--- src/rtl/life_engine_if.sv ---
// Edit, step/status and plot-stream signals of the Game of Life engine.
// The master side drives edits/step and consumes plots; the engine is the slave.
interface life_engine_if #(
    parameter int COORD_W = 8
);
    logic               load_valid;
    logic [COORD_W-1:0] load_x;
    logic [COORD_W-1:0] load_y;
    logic               load_alive;
    logic               load_ready;
    logic               step;
    logic               busy;
    logic               done;
    logic [15:0]        generation;
    logic               plot_valid;
    logic               plot_ready;
    logic [COORD_W-1:0] plot_x;
    logic [COORD_W-1:0] plot_y;
    logic [2:0]         plot_colour;

    modport master (
        output load_valid, load_x, load_y, load_alive, step, plot_ready,
        input  load_ready, busy, done, generation, plot_valid, plot_x, plot_y, plot_colour
    );

    modport slave (
        input  load_valid, load_x, load_y, load_alive, step, plot_ready,
        output load_ready, busy, done, generation, plot_valid, plot_x, plot_y, plot_colour
    );
endinterface

--- src/rtl/life_engine.sv ---
// Conway's Game of Life engine: cell edits, one generation per step, changed cells streamed as plots.
// Define LIFE_WRAP_EN for a toroidal grid; otherwise cells outside the grid count as dead.
module life_engine #(
    parameter int GRID_W  = 16,
    parameter int GRID_H  = 12,
    parameter int COORD_W = 8
) (
    input  logic         clock,
    input  logic         reset_n,
    life_engine_if.slave bus
);
    localparam int CELLS = GRID_W * GRID_H;
    localparam int IDX_W = $clog2(CELLS);

    typedef enum logic [1:0] {
        ST_IDLE   = 2'd0,
        ST_SCAN   = 2'd1,
        ST_COMMIT = 2'd2
    } state_t;

    state_t             state_r, state_s;
    logic [CELLS-1:0]   cur_r, cur_s;
    logic [CELLS-1:0]   nxt_r, nxt_s;
    logic [COORD_W-1:0] scan_x_r, scan_x_s;
    logic [COORD_W-1:0] scan_y_r, scan_y_s;
    logic [15:0]        gen_r, gen_s;
    logic               plot_valid_r, plot_valid_s;
    logic [COORD_W-1:0] plot_x_r, plot_x_s;
    logic [COORD_W-1:0] plot_y_r, plot_y_s;
    logic [2:0]         plot_colour_r, plot_colour_s;
    logic               busy_r, busy_s;
    logic               done_r;
    logic               load_ready_r, load_ready_s;

    logic               plot_load_s;
    logic               accept_s;
    logic               load_in_range_s;
    logic [IDX_W-1:0]   load_idx_s;
    logic [IDX_W-1:0]   scan_idx_s;
    logic               cell_cur_s;
    logic               cell_nxt_s;
    logic               changed_s;
    logic               stall_s;
    logic [3:0]         nbr_s;

    function automatic logic cell_at(input logic [CELLS-1:0] g, input int xi, input int yi);
        int   wx;
        int   wy;
        logic v;
        wx = xi;
        wy = yi;
`ifdef LIFE_WRAP_EN
        if (wx < 0) wx = wx + GRID_W;
        else if (wx >= GRID_W) wx = wx - GRID_W;
        else wx = wx;
        if (wy < 0) wy = wy + GRID_H;
        else if (wy >= GRID_H) wy = wy - GRID_H;
        else wy = wy;
        v = g[IDX_W'(wy * GRID_W + wx)];
`else
        if (wx < 0 || wx >= GRID_W || wy < 0 || wy >= GRID_H) v = 1'b0;
        else v = g[IDX_W'(wy * GRID_W + wx)];
`endif
        return v;
    endfunction

    function automatic logic [3:0] count_nbrs(input logic [CELLS-1:0] g, input int cx, input int cy);
        logic [3:0] n;
        n = 4'd0;
        for (int dy = -1; dy <= 1; dy++) begin
            for (int dx = -1; dx <= 1; dx++) begin
                if (dx != 0 || dy != 0) n = n + {3'd0, cell_at(g, cx + dx, cy + dy)};
                else n = n;
            end
        end
        return n;
    endfunction

    // Life rule applied to the cell under the scan pointer
    always_comb begin
        scan_idx_s = IDX_W'(int'(scan_y_r) * GRID_W + int'(scan_x_r));
        load_idx_s = IDX_W'(int'(bus.load_y) * GRID_W + int'(bus.load_x));
        load_in_range_s = (int'(bus.load_x) < GRID_W) && (int'(bus.load_y) < GRID_H);
        cell_cur_s = cur_r[scan_idx_s];
        nbr_s = count_nbrs(cur_r, int'(scan_x_r), int'(scan_y_r));
        if (cell_cur_s) cell_nxt_s = (nbr_s == 4'd2) || (nbr_s == 4'd3);
        else cell_nxt_s = (nbr_s == 4'd3);
        changed_s = (cell_nxt_s != cell_cur_s);
    end

    // Next state, cell writes and plot-slot loading
    always_comb begin
        state_s       = state_r;
        scan_x_s      = scan_x_r;
        scan_y_s      = scan_y_r;
        cur_s         = cur_r;
        nxt_s         = nxt_r;
        gen_s         = gen_r;
        plot_load_s   = 1'b0;
        plot_x_s      = plot_x_r;
        plot_y_s      = plot_y_r;
        plot_colour_s = plot_colour_r;
        accept_s      = bus.load_valid && load_ready_r;
        // A change can only wait for the slot; unchanged cells never stall
        stall_s       = changed_s && plot_valid_r && !bus.plot_ready;

        case (state_r)
            ST_IDLE: begin
                if (accept_s) begin
                    if (load_in_range_s) begin
                        cur_s[load_idx_s] = bus.load_alive;
                        plot_load_s       = 1'b1;
                        plot_x_s          = bus.load_x;
                        plot_y_s          = bus.load_y;
                        plot_colour_s     = {3{bus.load_alive}};
                    end else begin
                        plot_load_s = 1'b0;
                    end
                end else if (bus.step) begin
                    state_s  = ST_SCAN;
                    scan_x_s = {COORD_W{1'b0}};
                    scan_y_s = {COORD_W{1'b0}};
                end else begin
                    state_s = ST_IDLE;
                end
            end
            ST_SCAN: begin
                if (stall_s) begin
                    state_s = ST_SCAN;
                end else begin
                    nxt_s[scan_idx_s] = cell_nxt_s;
                    if (changed_s) begin
                        plot_load_s   = 1'b1;
                        plot_x_s      = scan_x_r;
                        plot_y_s      = scan_y_r;
                        plot_colour_s = {3{cell_nxt_s}};
                    end else begin
                        plot_load_s = 1'b0;
                    end
                    if (scan_x_r == COORD_W'(GRID_W - 1)) begin
                        scan_x_s = {COORD_W{1'b0}};
                        if (scan_y_r == COORD_W'(GRID_H - 1)) state_s = ST_COMMIT;
                        else scan_y_s = scan_y_r + COORD_W'(1'b1);
                    end else begin
                        scan_x_s = scan_x_r + COORD_W'(1'b1);
                    end
                end
            end
            ST_COMMIT: begin
                cur_s   = nxt_r;
                gen_s   = gen_r + 16'd1;
                state_s = ST_IDLE;
            end
            default: begin
                state_s = ST_IDLE;
            end
        endcase

        if (plot_load_s) plot_valid_s = 1'b1;
        else if (bus.plot_ready) plot_valid_s = 1'b0;
        else plot_valid_s = plot_valid_r;

        busy_s       = (state_s != ST_IDLE);
        load_ready_s = (state_s == ST_IDLE) && !plot_valid_s;
    end

    // State and output registers; reset abandons any generation in flight
    always_ff @(posedge clock or negedge reset_n) begin
        if (!reset_n) begin
            state_r       <= ST_IDLE;
            cur_r         <= {CELLS{1'b0}};
            nxt_r         <= {CELLS{1'b0}};
            scan_x_r      <= {COORD_W{1'b0}};
            scan_y_r      <= {COORD_W{1'b0}};
            gen_r         <= 16'd0;
            plot_valid_r  <= 1'b0;
            plot_x_r      <= {COORD_W{1'b0}};
            plot_y_r      <= {COORD_W{1'b0}};
            plot_colour_r <= 3'b000;
            busy_r        <= 1'b0;
            done_r        <= 1'b0;
            load_ready_r  <= 1'b1;
        end else begin
            state_r       <= state_s;
            cur_r         <= cur_s;
            nxt_r         <= nxt_s;
            scan_x_r      <= scan_x_s;
            scan_y_r      <= scan_y_s;
            gen_r         <= gen_s;
            plot_valid_r  <= plot_valid_s;
            plot_x_r      <= plot_x_s;
            plot_y_r      <= plot_y_s;
            plot_colour_r <= plot_colour_s;
            busy_r        <= busy_s;
            done_r        <= (state_r == ST_COMMIT);
            load_ready_r  <= load_ready_s;
        end
    end

    assign bus.load_ready  = load_ready_r;
    assign bus.busy        = busy_r;
    assign bus.done        = done_r;
    assign bus.generation  = gen_r;
    assign bus.plot_valid  = plot_valid_r;
    assign bus.plot_x      = plot_x_r;
    assign bus.plot_y      = plot_y_r;
    assign bus.plot_colour = plot_colour_r;
endmodule

--- src/flat_wrapper.sv ---
// flat-port wrapper written by rule: the top's interface ports become plain ports
module life_engine_flat 
#(
    parameter int GRID_W  = 16,
    parameter int GRID_H  = 12,
    parameter int COORD_W = 8
)
  (clock, reset_n, bus_load_valid, bus_load_x, bus_load_y, bus_load_alive, bus_step, bus_plot_ready, bus_load_ready, bus_busy, bus_done, bus_generation, bus_plot_valid, bus_plot_x, bus_plot_y, bus_plot_colour);
  life_engine_if #(.COORD_W(COORD_W)) bus_i ();
  input  logic clock;
  input  logic reset_n;
  input wire logic [$bits(bus_i.load_valid)-1:0] bus_load_valid;
  input wire logic [$bits(bus_i.load_x)-1:0] bus_load_x;
  input wire logic [$bits(bus_i.load_y)-1:0] bus_load_y;
  input wire logic [$bits(bus_i.load_alive)-1:0] bus_load_alive;
  input wire logic [$bits(bus_i.step)-1:0] bus_step;
  input wire logic [$bits(bus_i.plot_ready)-1:0] bus_plot_ready;
  output wire logic [$bits(bus_i.load_ready)-1:0] bus_load_ready;
  output wire logic [$bits(bus_i.busy)-1:0] bus_busy;
  output wire logic [$bits(bus_i.done)-1:0] bus_done;
  output wire logic [$bits(bus_i.generation)-1:0] bus_generation;
  output wire logic [$bits(bus_i.plot_valid)-1:0] bus_plot_valid;
  output wire logic [$bits(bus_i.plot_x)-1:0] bus_plot_x;
  output wire logic [$bits(bus_i.plot_y)-1:0] bus_plot_y;
  output wire logic [$bits(bus_i.plot_colour)-1:0] bus_plot_colour;
  assign bus_i.load_valid = bus_load_valid;
  assign bus_i.load_x = bus_load_x;
  assign bus_i.load_y = bus_load_y;
  assign bus_i.load_alive = bus_load_alive;
  assign bus_i.step = bus_step;
  assign bus_i.plot_ready = bus_plot_ready;
  assign bus_load_ready = bus_i.load_ready;
  assign bus_busy = bus_i.busy;
  assign bus_done = bus_i.done;
  assign bus_generation = bus_i.generation;
  assign bus_plot_valid = bus_i.plot_valid;
  assign bus_plot_x = bus_i.plot_x;
  assign bus_plot_y = bus_i.plot_y;
  assign bus_plot_colour = bus_i.plot_colour;
  life_engine #(.GRID_W(GRID_W), .GRID_H(GRID_H), .COORD_W(COORD_W)) u_core (.clock(clock), .reset_n(reset_n), .bus(bus_i));
endmodule
--- config.mk ---
export PLATFORM = sky130hd
export DESIGN_NAME = life_engine_flat
export DESIGN_NICKNAME = d
export VERILOG_FILES = /design/src/rtl/life_engine_if.sv /design/src/rtl/life_engine.sv /design/src/flat_wrapper.sv
export SDC_FILE = /design/constraint.sdc
export NUM_CORES = 1
export LEC_CHECK = 0
export BUFFER_PORTS_ARGS = -buffer_cell sky130_fd_sc_hd__buf_4
export CORE_ASPECT_RATIO = 1.25
export CORE_MARGIN = 2
export CORE_UTILIZATION = 45
export DETAILED_ROUTE_END_ITERATION = 6
export SLEW_MARGIN = 10
export SYNTH_ARGS = -nofsm -noshare
export SYNTH_HDL_FRONTEND = slang
export SYNTH_SLANG_ARGS = --single-unit
--- constraint.sdc ---
create_clock -name clock -period 11.86 [get_ports clock]
set_input_delay 1.186 -clock clock [delete_from_list [all_inputs] [get_ports clock]]
set_output_delay 1.186 -clock clock [all_outputs]
set_load 0.005 [all_outputs]
# Yosys cells after proc, flatten, opt, wreduce, memory -nomap -nowiden
# Index checks and enable logic that the tools add are counted.
[word_totals] reg_bits=441 latch_bits=0 ramBits=0 rom_bits=0 input_bits=22 output_inout_bits=39 word_cells=199 memories=0
[op_classes] n_addsub=24 multipliers=0 div_mod_pow=0 magnitude_cmp=26 eq_ne=15 n_shift=0 mux=81 n_bitwise=1 n_reduce_logical=39
[op_table] op="$bwmux 192" n=2
[op_table] op="$mux 192" n=2
[op_table] op="$pmux 192 s2" n=1
[op_table] op="$mux 8" n=15
[op_table] op="$add 8x8->8" n=10
[op_table] op="$lt 8x10->1 const B" n=8
[op_table] op="$bmux 1 s8" n=9
[op_table] op="$pmux 8 s2" n=4
[op_table] op="$mux 1" n=35
[op_table] op="$add 4x1->4" n=6
[op_table] op="$add 9x1->10 const B" n=2
[op_table] op="$logic_or 1x1->1" n=20
[op_table] op="$lt 10x1->1 const B" n=2
[op_table] op="$add 8x1->9 const B" n=2
[op_table] op="$lt 8x9->1 const B" n=2
[op_table] op="$lt 9x1->1 const B" n=2
[op_table] op="$add 16x1->16 const B" n=1
[op_table] op="$add 8x1->8 const B" n=2
[op_table] op="$demux 1 s8" n=2
[op_table] op="$eq 8x4->1 const B" n=2
[op_table] op="$ge 8x1->1 const B" n=2
[op_table] op="$lt 8x1->1 const B" n=2
[op_table] op="$mux 3" n=4
[op_table] op="$ge 10x5->1 const B" n=1
[op_table] op="other kinds (28)" n=48

# Logic depth before layout (Yosys ltp)
[depth] depth_word=24 mapped_depth=36 mapped_depth_nobuf=26

# Worst setup path after synthesis
# Ideal clock, no wire load.
[synth_path] path_kind="register -> register" start="reg u_core.scan_x_r[0]" end="reg u_core.nxt_r[136]" setup_time_ns=0.125 t_arrival_ns=8.158 required_time_ns=11.735 slack_ns=3.577 stages_incl_launch_ff=33 cell_sequence="dfrtp_1 buf_6 buf_4 buf_2 clkinv_1 ha_1 buf_2 buf_1 clkbuf_1 clkbuf_1 mux4_2 nand2_1 a31oi_1 mux2i_1 mux4_2 o21ai_0 and3_1 ha_1 fa_1 fa_1 inv_1 fa_1 fa_1 nor3_1 mux2i_1 or3_1 mux2i_1 and2_1 buf_6 buf_6 buf_4 nor3_1 mux2_2"
[synth_between] elab_chain_len=21 word_cells_on_any_way=92 classes_between="18 x add/sub; 8 x order compare; 3 x eq/ne; 38 x mux; 1 x bitwise; 24 x reduce/logical"
[synth_lines] item="start, declared" line="life_engine.sv:24" text="logic [COORD_W-1:0] scan_x_r, scan_x_s;"
[synth_lines] item="start signal, assigned" line="life_engine.sv:173" text="scan_x_r <= {COORD_W{1'b0}};"
[synth_lines] item="start signal, assigned" line="life_engine.sv:187" text="scan_x_r <= scan_x_s;"
[synth_lines] item="$add 9x1->10" line="life_engine.sv:72" text="if (dx != 0 || dy != 0) n = n + {3'd0, cell_at(g, cx + dx, cy + dy)};"
[synth_lines] item="$add 8x8->8 (tied with other cells)" line="life_engine.sv:62" text="else v = g[IDX_W'(wy * GRID_W + wx)];"
[synth_lines] item="$bmux 1 s8 or $logic_or 1x1->1 (tied branches)" line="life_engine.sv:62, life_engine.sv:61"
[synth_lines] item="$mux 1 (not written as such) or $logic_or 1x1->1 (tied branches) (2 in series)" line="life_engine.sv:62, life_engine.sv:61"
[synth_lines] item="$mux 1" line="life_engine.sv:61" text="if (wx < 0 || wx >= GRID_W || wy < 0 || wy >= GRID_H) v = 1'b0;"
[synth_lines] item="$add 1x1->2" line="life_engine.sv:72"
[synth_lines] item="$add 4x1->4 (6 in series)" line="life_engine.sv:72"
[synth_lines] item="$eq 4x2->1, on equally long branches" line="life_engine.sv:86, life_engine.sv:87"
[synth_lines] item="$logic_or 1x1->1" line="life_engine.sv:86" text="if (cell_cur_s) cell_nxt_s = (nbr_s == 4'd2) || (nbr_s == 4'd3);"
[synth_lines] item="$mux 1" line="life_engine.sv:86"
[synth_lines] item="$ne 1x1->1" line="life_engine.sv:88" text="changed_s = (cell_nxt_s != cell_cur_s);"
[synth_lines] item="$logic_and 1x1->1 (2 in series)" line="life_engine.sv:105" text="stall_s = changed_s && plot_valid_r && !bus.plot_ready;"
[synth_lines] item="$not 1->1 (no source line)"
[synth_lines] item="$reduce_and 2->1 (no source line)"
[synth_lines] item="end signal, assigned" line="life_engine.sv:172" text="nxt_r <= {CELLS{1'b0}};"
[synth_lines] item="end signal, assigned" line="life_engine.sv:186" text="nxt_r <= nxt_s;"
[synth_lines] item="end, declared" line="life_engine.sv:23" text="logic [CELLS-1:0] nxt_r, nxt_s;"
# Parallel ways exist; a longest one is shown, timed or not. The select of a mux whose other input is x is not followed.
# A chain may end at the register's enable or synchronous reset.

# Worst setup path after layout
[layout_path] start="reg u_core.scan_x_r[0]" end="reg u_core.nxt_r[56]"
# Same word-level chain as after synthesis.

==> metrics <==
outcome completed; Most used DFF post-synth dfrtp_1; syn_area_per_cell ~10 um2; Area growth syn-to-layout 9.18%; Routed WL 98.5 mm; startpoint class of the critical path flip-flop; CTS sink cnt 439; initial core utilization 0.455; mapped cell area 28100 um2; Die H 284 um; slowest CP cell ha_4; diodes inserted 0; Die X ~230 um; port bufs 60; critical path's largest stage delay 1.01 ns; drt first pass iters 5; GPL Wtd Cong 1.06; Routed WL per cell 27.8 um; # resized after CTS 0; distinct cell type count after synthesis 73; DP HPWL between 60 and 70 mm; final number of setup-violating endpoints 0; Routed Antenna Nets 0; commonest cells after routing, fill and taps aside nand2_1 (524), dfrtp_1 (435), mux2i_1 (254); antenna violations before repair 0; Worst Skew between 0.02 and 0.025 ns; nets approximately 2800; Clock Path Buffers 3; Global Route Usage Sum 0.302; Num CTS Buffers 48; DR vias 23112; arrival time worst endpoint 10.73 ns; Vias/cell 6.52; core area 61900 um2; Clock transition at path regs 0.06 ns; TNS Setup 0 ns; 1st-iter DRT viols between 2000 and 3000; MaxCap Viol Count 0; CTS tree yes; global-route wire length before repair 149 mm; ys async rst share 1.00; pin count of the biggest net entering global routing 249; Post-CTS Setup Inserts 0; yosys warns 0; achievable frequency 0.0975 GHz; Boundary Pins 61; worst path cell trace clkinv_1, ha_4, buf_4, mux4_2, mux4_2, mux2i_1, mux4_2, o21ai_0, and3_1, ha_1, fa_1, fa_1, inv_1, fa_1, fa_1, nor3_1, mux2i_1, or3_1, mux2i_1, and2_4, buf_12, or3_1, mux2_1; latest clock arrival within the worst-skew pair 0.61 ns; slew at the pin closest to its max-slew limit approximately 1.3 ns; sequential cell area fraction in the yosys report 0.390; Yosys reg bits 439; H-tree depth 2; Die Area approximately 65000 um2; Post-route DRC 0; EDFF count, synth 0; Crit path top cell by count fa_1; Worst EP required 12.33 ns; Slew Viols, Final 0; Relative slew margins 0.117; RSZ-0062 raised after global routing no; hold_buf cts 0; CTS root buffer clkbuf_16; Period minus WS final 10.25 ns; FP Rows 102; total gr overflow 0; kind of critical path reg2reg; Post-Syn Nets 2847; vias in the first global route 22816; HP Class reg2reg; Max FO, Critical Path 62; Post-Syn Instances roughly 2800; Tcrit/Tclk final 0.865; most common cell after layout, fill and taps aside nand2_1; layout cell share with drive strength beyond 1 0.185; endpoint class of the critical path flip-flop; final hold viol count 0
==> worst max-delay path, delay by kind of cell (launching register included) <==
family | cells | cell delay [ns]
buf+inv | 4 | 1.56
mux | 7 | 2.42
compound gates | 1 | 0.13
simple gates | 5 | 1.69
flops | 1 | 0.82
fa+ha+maj | 6 | 3.28
==> area by class of cell <==
type                       instances  area, um2
fill                            5631      31200
multi-input combinational       2046      16100
sequential                       439      11000
clock buffer                      71       1400
tap                              832       1040
timing repair buffer             118        935
clock inverter                    14        159
inverter                          25       93.8
==> routing by layer <==
layer  vias up  wire, um  track usage
met1     11753     38200        0.383
li1       9954         -            -
met2      1119     45900        0.480
met4         0      6720        0.182
met5         -         0            0
met3       286      7740       0.0598
==> flip-flops by register name, indices dropped and copies added, names as in the netlist <==
signal	count
u_core.cur_r	192
u_core.nxt_r	192
u_core.bus.generation	16
u_core.bus.plot_x	8
u_core.bus.plot_y	8
u_core.scan_x_r	8
u_core.scan_y_r	8
u_core.state_r	2
u_core.bus.busy	1
u_core.bus.done	1
u_core.bus.load_ready	1
u_core.bus.plot_colour	1
u_core.bus.plot_valid	1
==> synthesized netlist by cell type (all sizes together), types with 22 or more instances <==
library cell	instances	area [um2]
dfrtp	438	11000
nor2b	26	163
or3	22	138
mux2i	255	2550
nand3	37	185
buf	63	382
mux4	149	3360
o31ai	184	1380
a21oi	28	144
ha	39	488
o21ai	233	1170
clkbuf	199	747
nor3	50	250
nand2	525	1970
nor2	68	258
nand4	57	357
inv	24	90.1
mux2	119	1370
xnor2	47	419
==> final timing paths <==
kind                                    startpoint                   end  slack (ns)  cells past startpoint
worst min register to register    u_core.nxt_r[81]      u_core.cur_r[81]        0.47                      2
worst min-delay path              u_core.nxt_r[81]      u_core.cur_r[81]        0.47                      2
min in group asynchronous                  reset_n  u_core.bus.plot_x[5]        0.59                      1
max in group asynchronous                  reset_n      u_core.cur_r[44]        9.09                      3
worst max-delay path            u_core.scan_x_r[0]      u_core.nxt_r[56]        1.61                     23
worst max register to register  u_core.scan_x_r[0]      u_core.nxt_r[56]        1.61                     23
==> through the flow <==
step / setup WS (ns) / cell area, um2 / hold slack, ns / utilization / cells
after global placement: 1.89 / 29200 / 0.456 / 0.471 / 3460
after detailed placement: 1.70 / 29200 / 0.459 / 0.471 / 3460
after CTS: 1.66 / 30700 / 0.471 / 0.497 / 3545
after floorplan: 3.58 / 28100 / 0.444 / - / 2772
final: 1.61 / 30700 / 0.470 / 0.497 / 3545
after global routing: 1.05 / 30700 / 0.503 / 0.497 / 3545
==> logic make-up (layout without fill, tap and decap cells) <==
| kind of cell | count (synthesis) | count (layout) | share of synthesized area |
|---|---|---|---|
| buffers and inverters | 287 | 228 | 0.0434 |
| DFF | 439 | 439 | 0.390 |
| muxes | 523 | 523 | 0.258 |
| and+or+nand+nor | 855 | 855 | 0.135 |
| adders and majority gates | 53 | 53 | 0.0273 |
| AOI/OAI and AO/OA | 554 | 554 | 0.127 |
| xor gates and xnor gates | 61 | 61 | 0.0192 |
Power is left out: the tool's default activity adds up to more than one toggle a clock period on the data nets, which glitch-free logic cannot reach.
